===== src/rtl/io_tx_pkg.sv =====
// Shared types for the CPU output-port UART transmitter: FSM state encoding and word/byte sizing.
package io_tx_pkg;

    typedef enum logic [2:0] {
        IDLE,
        LOAD,
        START,
        DATA,
        PARITY,
        STOP
    } tx_state_t;

    function automatic int bytes_per_word(input int width);
        return width / 8;
    endfunction

endpackage


===== src/rtl/io_out_fifo.sv =====
// Synchronous word FIFO between the CPU capture strobe and the UART serialiser.
// A push into a full FIFO is accepted when a pop happens in the same cycle.
module io_out_fifo #(
    parameter int WIDTH      = 24,
    parameter int FIFO_DEPTH = 8
) (
    input  logic                        clock,
    input  logic                        reset,
    input  logic                        push,
    input  logic [WIDTH-1:0]            pushData,
    input  logic                        pop,
    output logic [WIDTH-1:0]            popData,
    output logic                        full,
    output logic                        empty,
    output logic [$clog2(FIFO_DEPTH):0] count
);

    localparam int ADDR_W = $clog2(FIFO_DEPTH);

    logic [WIDTH-1:0]  mem [FIFO_DEPTH];
    logic [ADDR_W-1:0] wrPtr;
    logic [ADDR_W-1:0] rdPtr;
    logic              doPush;
    logic              doPop;

    // Depth is a power of two, so the count MSB is set only when full.
    assign full    = count[ADDR_W];
    assign empty   = (count == '0);
    assign doPop   = pop && !empty;
    assign doPush  = push && (!full || doPop);
    assign popData = mem[rdPtr];

    // NOTE: the storage array is not reset; pointers and count alone say which entries are valid.
    always_ff @(posedge clock) begin
        if (doPush) begin
            mem[wrPtr] <= pushData;
        end
    end

    always_ff @(posedge clock or negedge reset) begin
        if (!reset) begin
            wrPtr <= '0;
            rdPtr <= '0;
            count <= '0;
        end else begin
            if (doPush) begin
                wrPtr <= wrPtr + 1'b1;
            end
            if (doPop) begin
                rdPtr <= rdPtr + 1'b1;
            end
            case ({doPush, doPop})
                2'b10:   count <= count + 1'b1;
                2'b01:   count <= count - 1'b1;
                default: count <= count;
            endcase
        end
    end

endmodule


===== src/rtl/io_out_uart_tx.sv =====
// Captures CPU output words into a FIFO and sends each as WIDTH/8 bytes, MSB byte first, on a UART line.
// Define IO_TX_PARITY_EN for 8E1 framing (even parity bit after the data bits); default is 8N1.
module io_out_uart_tx
    import io_tx_pkg::*;
#(
    parameter int WIDTH        = 24,
    parameter int FIFO_DEPTH   = 8,
    parameter int CLKS_PER_BIT = 434
) (
    input  logic                        clock,
    input  logic                        reset,
    input  logic                        outFlagIOE,
    input  logic [WIDTH-1:0]            out,
    output logic                        tx,
    output logic                        busy,
    output logic                        overflow,
    output logic [$clog2(FIFO_DEPTH):0] fifo_count
);

    localparam int BYTES  = bytes_per_word(WIDTH);
    localparam int BYTE_W = (BYTES > 1) ? $clog2(BYTES) : 1;
    localparam int BAUD_W = $clog2(CLKS_PER_BIT);
    localparam logic [BYTE_W-1:0] LAST_BYTE = BYTE_W'(BYTES - 1);
    localparam logic [BAUD_W-1:0] BAUD_LAST = BAUD_W'(CLKS_PER_BIT - 1);

    if (WIDTH % 8 != 0 || WIDTH < 8) begin : gWidthCheck
        $error("io_out_uart_tx: WIDTH must be a non-zero multiple of 8");
    end
    if (FIFO_DEPTH < 2 || (FIFO_DEPTH & (FIFO_DEPTH - 1)) != 0) begin : gDepthCheck
        $error("io_out_uart_tx: FIFO_DEPTH must be a power of 2 and at least 2");
    end
    if (CLKS_PER_BIT < 2) begin : gBaudCheck
        $error("io_out_uart_tx: CLKS_PER_BIT must be at least 2");
    end

    tx_state_t         state;
    logic [BAUD_W-1:0] baudCnt;
    logic [2:0]        bitIdx;
    logic [BYTE_W-1:0] byteIdx;
    logic [WIDTH-1:0]  shiftWord;
    logic [7:0]        curByte;
    logic              baudDone;

    logic              fifoPop;
    logic              fifoFull;
    logic              fifoEmpty;
    logic [WIDTH-1:0]  fifoHead;
    logic              dropWord;

    io_out_fifo #(
        .WIDTH      (WIDTH),
        .FIFO_DEPTH (FIFO_DEPTH)
    ) uFifo (
        .clock    (clock),
        .reset    (reset),
        .push     (outFlagIOE),
        .pushData (out),
        .pop      (fifoPop),
        .popData  (fifoHead),
        .full     (fifoFull),
        .empty    (fifoEmpty),
        .count    (fifo_count)
    );

    // LOAD is only entered with a non-empty FIFO, so this pop never underflows.
    assign fifoPop  = (state == LOAD);
    assign dropWord = outFlagIOE && fifoFull && !fifoPop;
    assign baudDone = (baudCnt == BAUD_LAST);
    // Sent bytes are shifted out of the top, so the current byte always sits in the MSBs.
    assign curByte  = shiftWord[WIDTH-1 -: 8];
    assign busy     = (fifo_count != '0) || (state != IDLE);

    always_ff @(posedge clock or negedge reset) begin
        if (!reset) begin
            overflow <= 1'b0;
        end else if (dropWord) begin
            overflow <= 1'b1;
        end
    end

    // NOTE: all state here uses non-blocking assignments, so every branch sees pre-edge values.
    always_ff @(posedge clock or negedge reset) begin
        if (!reset) begin
            state     <= IDLE;
            tx        <= 1'b1;
            baudCnt   <= '0;
            bitIdx    <= '0;
            byteIdx   <= '0;
            shiftWord <= '0;
        end else begin
            // Transitions happen only on terminal count, so the wrap also clears it on entry.
            baudCnt <= baudDone ? '0 : baudCnt + 1'b1;
            case (state)
                IDLE: begin
                    tx      <= 1'b1;
                    baudCnt <= '0;
                    if (!fifoEmpty) begin
                        state <= LOAD;
                    end
                end
                LOAD: begin
                    shiftWord <= fifoHead;
                    byteIdx   <= '0;
                    baudCnt   <= '0;
                    tx        <= 1'b0;
                    state     <= START;
                end
                START: begin
                    if (baudDone) begin
                        bitIdx <= '0;
                        tx     <= curByte[0];
                        state  <= DATA;
                    end
                end
                DATA: begin
                    if (baudDone) begin
                        if (bitIdx == 3'd7) begin
`ifdef IO_TX_PARITY_EN
                            tx    <= ^curByte;
                            state <= PARITY;
`else
                            tx    <= 1'b1;
                            state <= STOP;
`endif
                        end else begin
                            bitIdx <= bitIdx + 3'd1;
                            tx     <= curByte[bitIdx + 3'd1];
                        end
                    end
                end
`ifdef IO_TX_PARITY_EN
                PARITY: begin
                    if (baudDone) begin
                        tx    <= 1'b1;
                        state <= STOP;
                    end
                end
`endif
                STOP: begin
                    if (baudDone) begin
                        if (byteIdx != LAST_BYTE) begin
                            byteIdx   <= byteIdx + 1'b1;
                            shiftWord <= shiftWord << 8;
                            tx        <= 1'b0;
                            state     <= START;
                        end else begin
                            tx    <= 1'b1;
                            state <= IDLE;
                        end
                    end
                end
                default: begin
                    tx    <= 1'b1;
                    state <= IDLE;
                end
            endcase
        end
    end

endmodule

===== config.mk =====
export PLATFORM = sky130hd
export DESIGN_NAME = io_out_uart_tx
export DESIGN_NICKNAME = d
export VERILOG_FILES = /design/src/rtl/io_tx_pkg.sv /design/src/rtl/io_out_fifo.sv /design/src/rtl/io_out_uart_tx.sv
export SDC_FILE = /design/constraint.sdc
export NUM_CORES = 1
export LEC_CHECK = 0
export ABC_CLOCK_PERIOD_IN_PS = 6600
export CAP_MARGIN = 40
export CORE_ASPECT_RATIO = 0.8
export CORE_MARGIN = 4
export CORE_UTILIZATION = 40
export DETAILED_ROUTE_END_ITERATION = 8
export PLACE_DENSITY = 0.56
export REMOVE_ABC_BUFFERS = 1
export SLEW_MARGIN = 20
export SYNTH_ARGS = -nofsm -noshare
export SYNTH_HDL_FRONTEND = slang
export SYNTH_SLANG_ARGS = --single-unit

===== constraint.sdc =====
create_clock -name clock -period 6.6 [get_ports clock]
set_input_delay 0.66 -clock clock [delete_from_list [all_inputs] [get_ports clock]]
set_output_delay 0.66 -clock clock [all_outputs]
set_load 0.005 [all_outputs]

==> results.txt <==
Status - complete, no violations
Sink Count - 245
Synth warn - 0
Ys async rst share - 21.6%
Inserted Diodes - 0
Yosys cell types - 57
First-pass DRT Iterations - 4
Largest area contributor in the netlist - edfxtp_1
Final GP Congestion - 0.781
Initial Util - 40.7%
Post-Syn Area - 9950 µm²
Final worst setup slack - 3610 ps
Unrepaired setup endpoints after global routing - false
Mapped Avg Cell Area - 16.5 µm²
Layout cell share with drive strength beyond 1 - 13.9%
Final TNS setup - 0 ps
Post-Place Worst Slack - 3610 ps
CP required - 7010 ps
Synth top area share - 57.9%
Fmax - 334 MHz
Adder-cell share of the synthesized area - 1.26%
Combinational power share - 20.6%
Worst-Margin Slew - 812 ps
Net switching power - 1240 µW
I/O Pins - 34
Maximum fanout along the worst path - 15
Die ar. - 27500 µm²
Clk buf depth - 3
Final HPWL DP - 12000 µm
Iter 0 DRT Violations - 424
Max-Slew Margin vs Limit - 45.8%
Dpl cells - 936
Vias in the first global route - 5378
Clk slew on worst S/H paths - 60 ps
Synthesized flop and latch total - 245
NumNets Final - 686
Vias per std cell - 5.37
Worst endpoint data arrival time - 3410 ps
Initial antenna violation count - 0
Final antenna-violating net count - 0
GRT Total Usage - 15.1%
Switching Share - 28.2%
FP Rows - 51
Final period util - 45.4%
CTS Buf Count - 26
Leakage power - 0.00403 µW
Endpoints failing setup - 0
Post-synthesis xor/xnor area fraction - 1.41%
Synth Flop Type - edfxtp_1
Ranking of synthesized cells by area - edfxtp_1, dfrtp_1, mux2i_1
Die Y - 149 µm
Final slew viol count - 0
TritonCTS clock tree - yes
Final wirelength - 20400 µm
Root Driver - clkbuf_16
Crit path time final - 2990 ps
CP Class - register to register
Number of flops mapped to enable cells by yosys - 192
Cts repair resizes - 0
Largest net degree at the start of global routing - 50
Post-CTS repair timing setup buffer count - 0
Mux cell area share after synthesis - 11.9%
Largest family of logic cells by synthesized area - multiplexers
Worst VDD drop - 197 µV
Element type at the critical path start - register
Synth Area in Compound Gates - 7.17%
Final hold viol count - 0
Register area share after synthesis - 71.3%
Clock network power share - 31.2%
Final Non-Filler Cells - 987
Max-Cap Viols - 0
Pwr dens - 383 nW/µm²
DRC viols - 0
Core area - 24400 µm²
DR WL/cell - 20.7 µm
Sequential share of power - 48.1%
Skew-Pair Late Insertion Delay - 540 ps
Chip Width - 184 µm
Area grow syn2layout - 15.7%
Total power - 4410 µW
P_int - 3170 µW
I/O Buffers - 33
Hold/Removal Path Class - register to register
Clock skew - 18.6 ps
Synth Instances - 604
Vias - 5305
Setup crit end kind - register
H-tree Lvls - 1
Simple-Gate Fraction of Synth Area - 5.16%
Cts hold-fix bufs - 1
Total grt overflow - 0
Global-route wire length before repair - 32000 µm
[sequential cells by signal, summed over array words and instances, names as in the netlist]
| signal | count |
|---|---|
| baudCnt | 9 |
| tx | 1 |
| shiftWord | 24 |
| uFifo.rdPtr | 3 |
| state | 3 |
| byteIdx | 2 |
| bitIdx | 3 |
| uFifo.wrPtr | 3 |
| uFifo.count | 4 |
| uFifo.mem | 192 |
| overflow | 1 |
[critical path, stage by stage, from the launching register on]
cell,delay (ps)
dfrtp_1,560
or3b_1,680
a21boi_2,360
inv_2,140
ha_1,260
xor2_1,180
ha_1,190
a21oi_1,140
xor2_1,160
nor2_1,60
xor2_1,130
[final timing paths]
check,from,endpoint,slack (ps),depth (start not counted)
worst min register to register,overflow$_DFFE_PN0P_,overflow$_DFFE_PN0P_,480,1
min in group asynchronous,reset,baudCnt[2]$_DFF_PN0_,490,2
worst max-delay path,state[2]$_DFFE_PN0P_,uFifo.count[2]$_DFFE_PN0P_,3610,10
max in group asynchronous,reset,uFifo.rdPtr[0]$_DFFE_PN0P_,5210,3
worst max register to register,state[2]$_DFFE_PN0P_,uFifo.count[2]$_DFFE_PN0P_,3610,10
worst min-delay path,overflow$_DFFE_PN0P_,overflow$_DFFE_PN0P_,480,1
[power groups by stage]
stage	Combinational, µW	Sequential, µW	Clock [µW]
after detailed placement	917	2160	0
after floorplan	619	2160	0
after global routing	1000	2160	1480
after global placement	882	2150	0
final	911	2120	1380
after CTS	922	2130	1410
[layout by cell type (no fill, tap or decap), types with 11 or more instances in the layout]
| cell | Yosys | layout |
|---|---|---|
| nand3_1 | 11 | 11 |
| edfxtp_1 | 192 | 192 |
| dfrtp_1 | 52 | 51 |
| o21ai_1 | 12 | 12 |
| nand2_1 | 16 | 16 |
| a21oi_1 | 11 | 11 |
| clkbuf_16 | 0 | 26 |
| nor3_1 | 16 | 12 |
| clkdlybuf4s50_1 | 0 | 32 |
| o22ai_1 | 22 | 22 |
| a22oi_1 | 12 | 12 |
| mux2i_1 | 72 | 72 |
| mux4_2 | 18 | 18 |
| nor2_1 | 30 | 27 |
[cell families after synthesis]
group	after synthesis
simple gates	99
fa+ha+maj	10
buf+inv	37
mux	95
flops	245
xor+xnor	16
compound gates	102
[metrics by stage]
step | util (%) | hold slack, ps | cell area (µm²)
after floorplan | - | 364 | 9790
after global placement | 43.5 | 473 | 10600
after detailed placement | 43.6 | 467 | 10600
after CTS | 47.0 | 481 | 11500
after global routing | 47.1 | 499 | 11500
final | 47.1 | 481 | 11500
[routing by layer]
metal / wire length (µm) / GRT usage, %
met5: 0 / 0
met4: 496 / 3.92
met3: 1000 / 2.39
met2: 9400 / 23.6
met1: 9500 / 22.4
[synth_stat cells, types with 2 or more instances]
cell type and instances:
edfxtp_1 192, mux2i_1 72, dfrtp_1 52, nor2_1 30, o22ai_1 22, mux4_2 18, nand2_1 16, nor3_1 16
a22oi_1 12, o21ai_1 12, a21oi_1 11, nand3_1 11, ha_1 10, o31ai_1 10, xnor2_1 10, buf_2 9
clkbuf_1 9, o2bb2ai_1 8, buf_4 7, nand2b_1 7, inv_1 6, xor2_1 6, a22o_1 5, a31oi_1 5
buf_1 4, mux2_2 4, nor2b_1 3, nor4_1 3, o21ai_0 3, a31o_2 2, and2_1 2, o211ai_1 2
[layout make-up]
type | count | area [µm²]
Sequential cell | 245 | 7100
Clock inverter | 10 | 100
Inverter | 7 | 26.3
Fill cell | 2093 | 12900
Timing Repair Buffer | 47 | 460
Tap cell | 318 | 398
Multi-Input combinational cell | 322 | 2710
Clock buffer | 38 | 726
No activity file was read; power rests on OpenSTA's default activity.
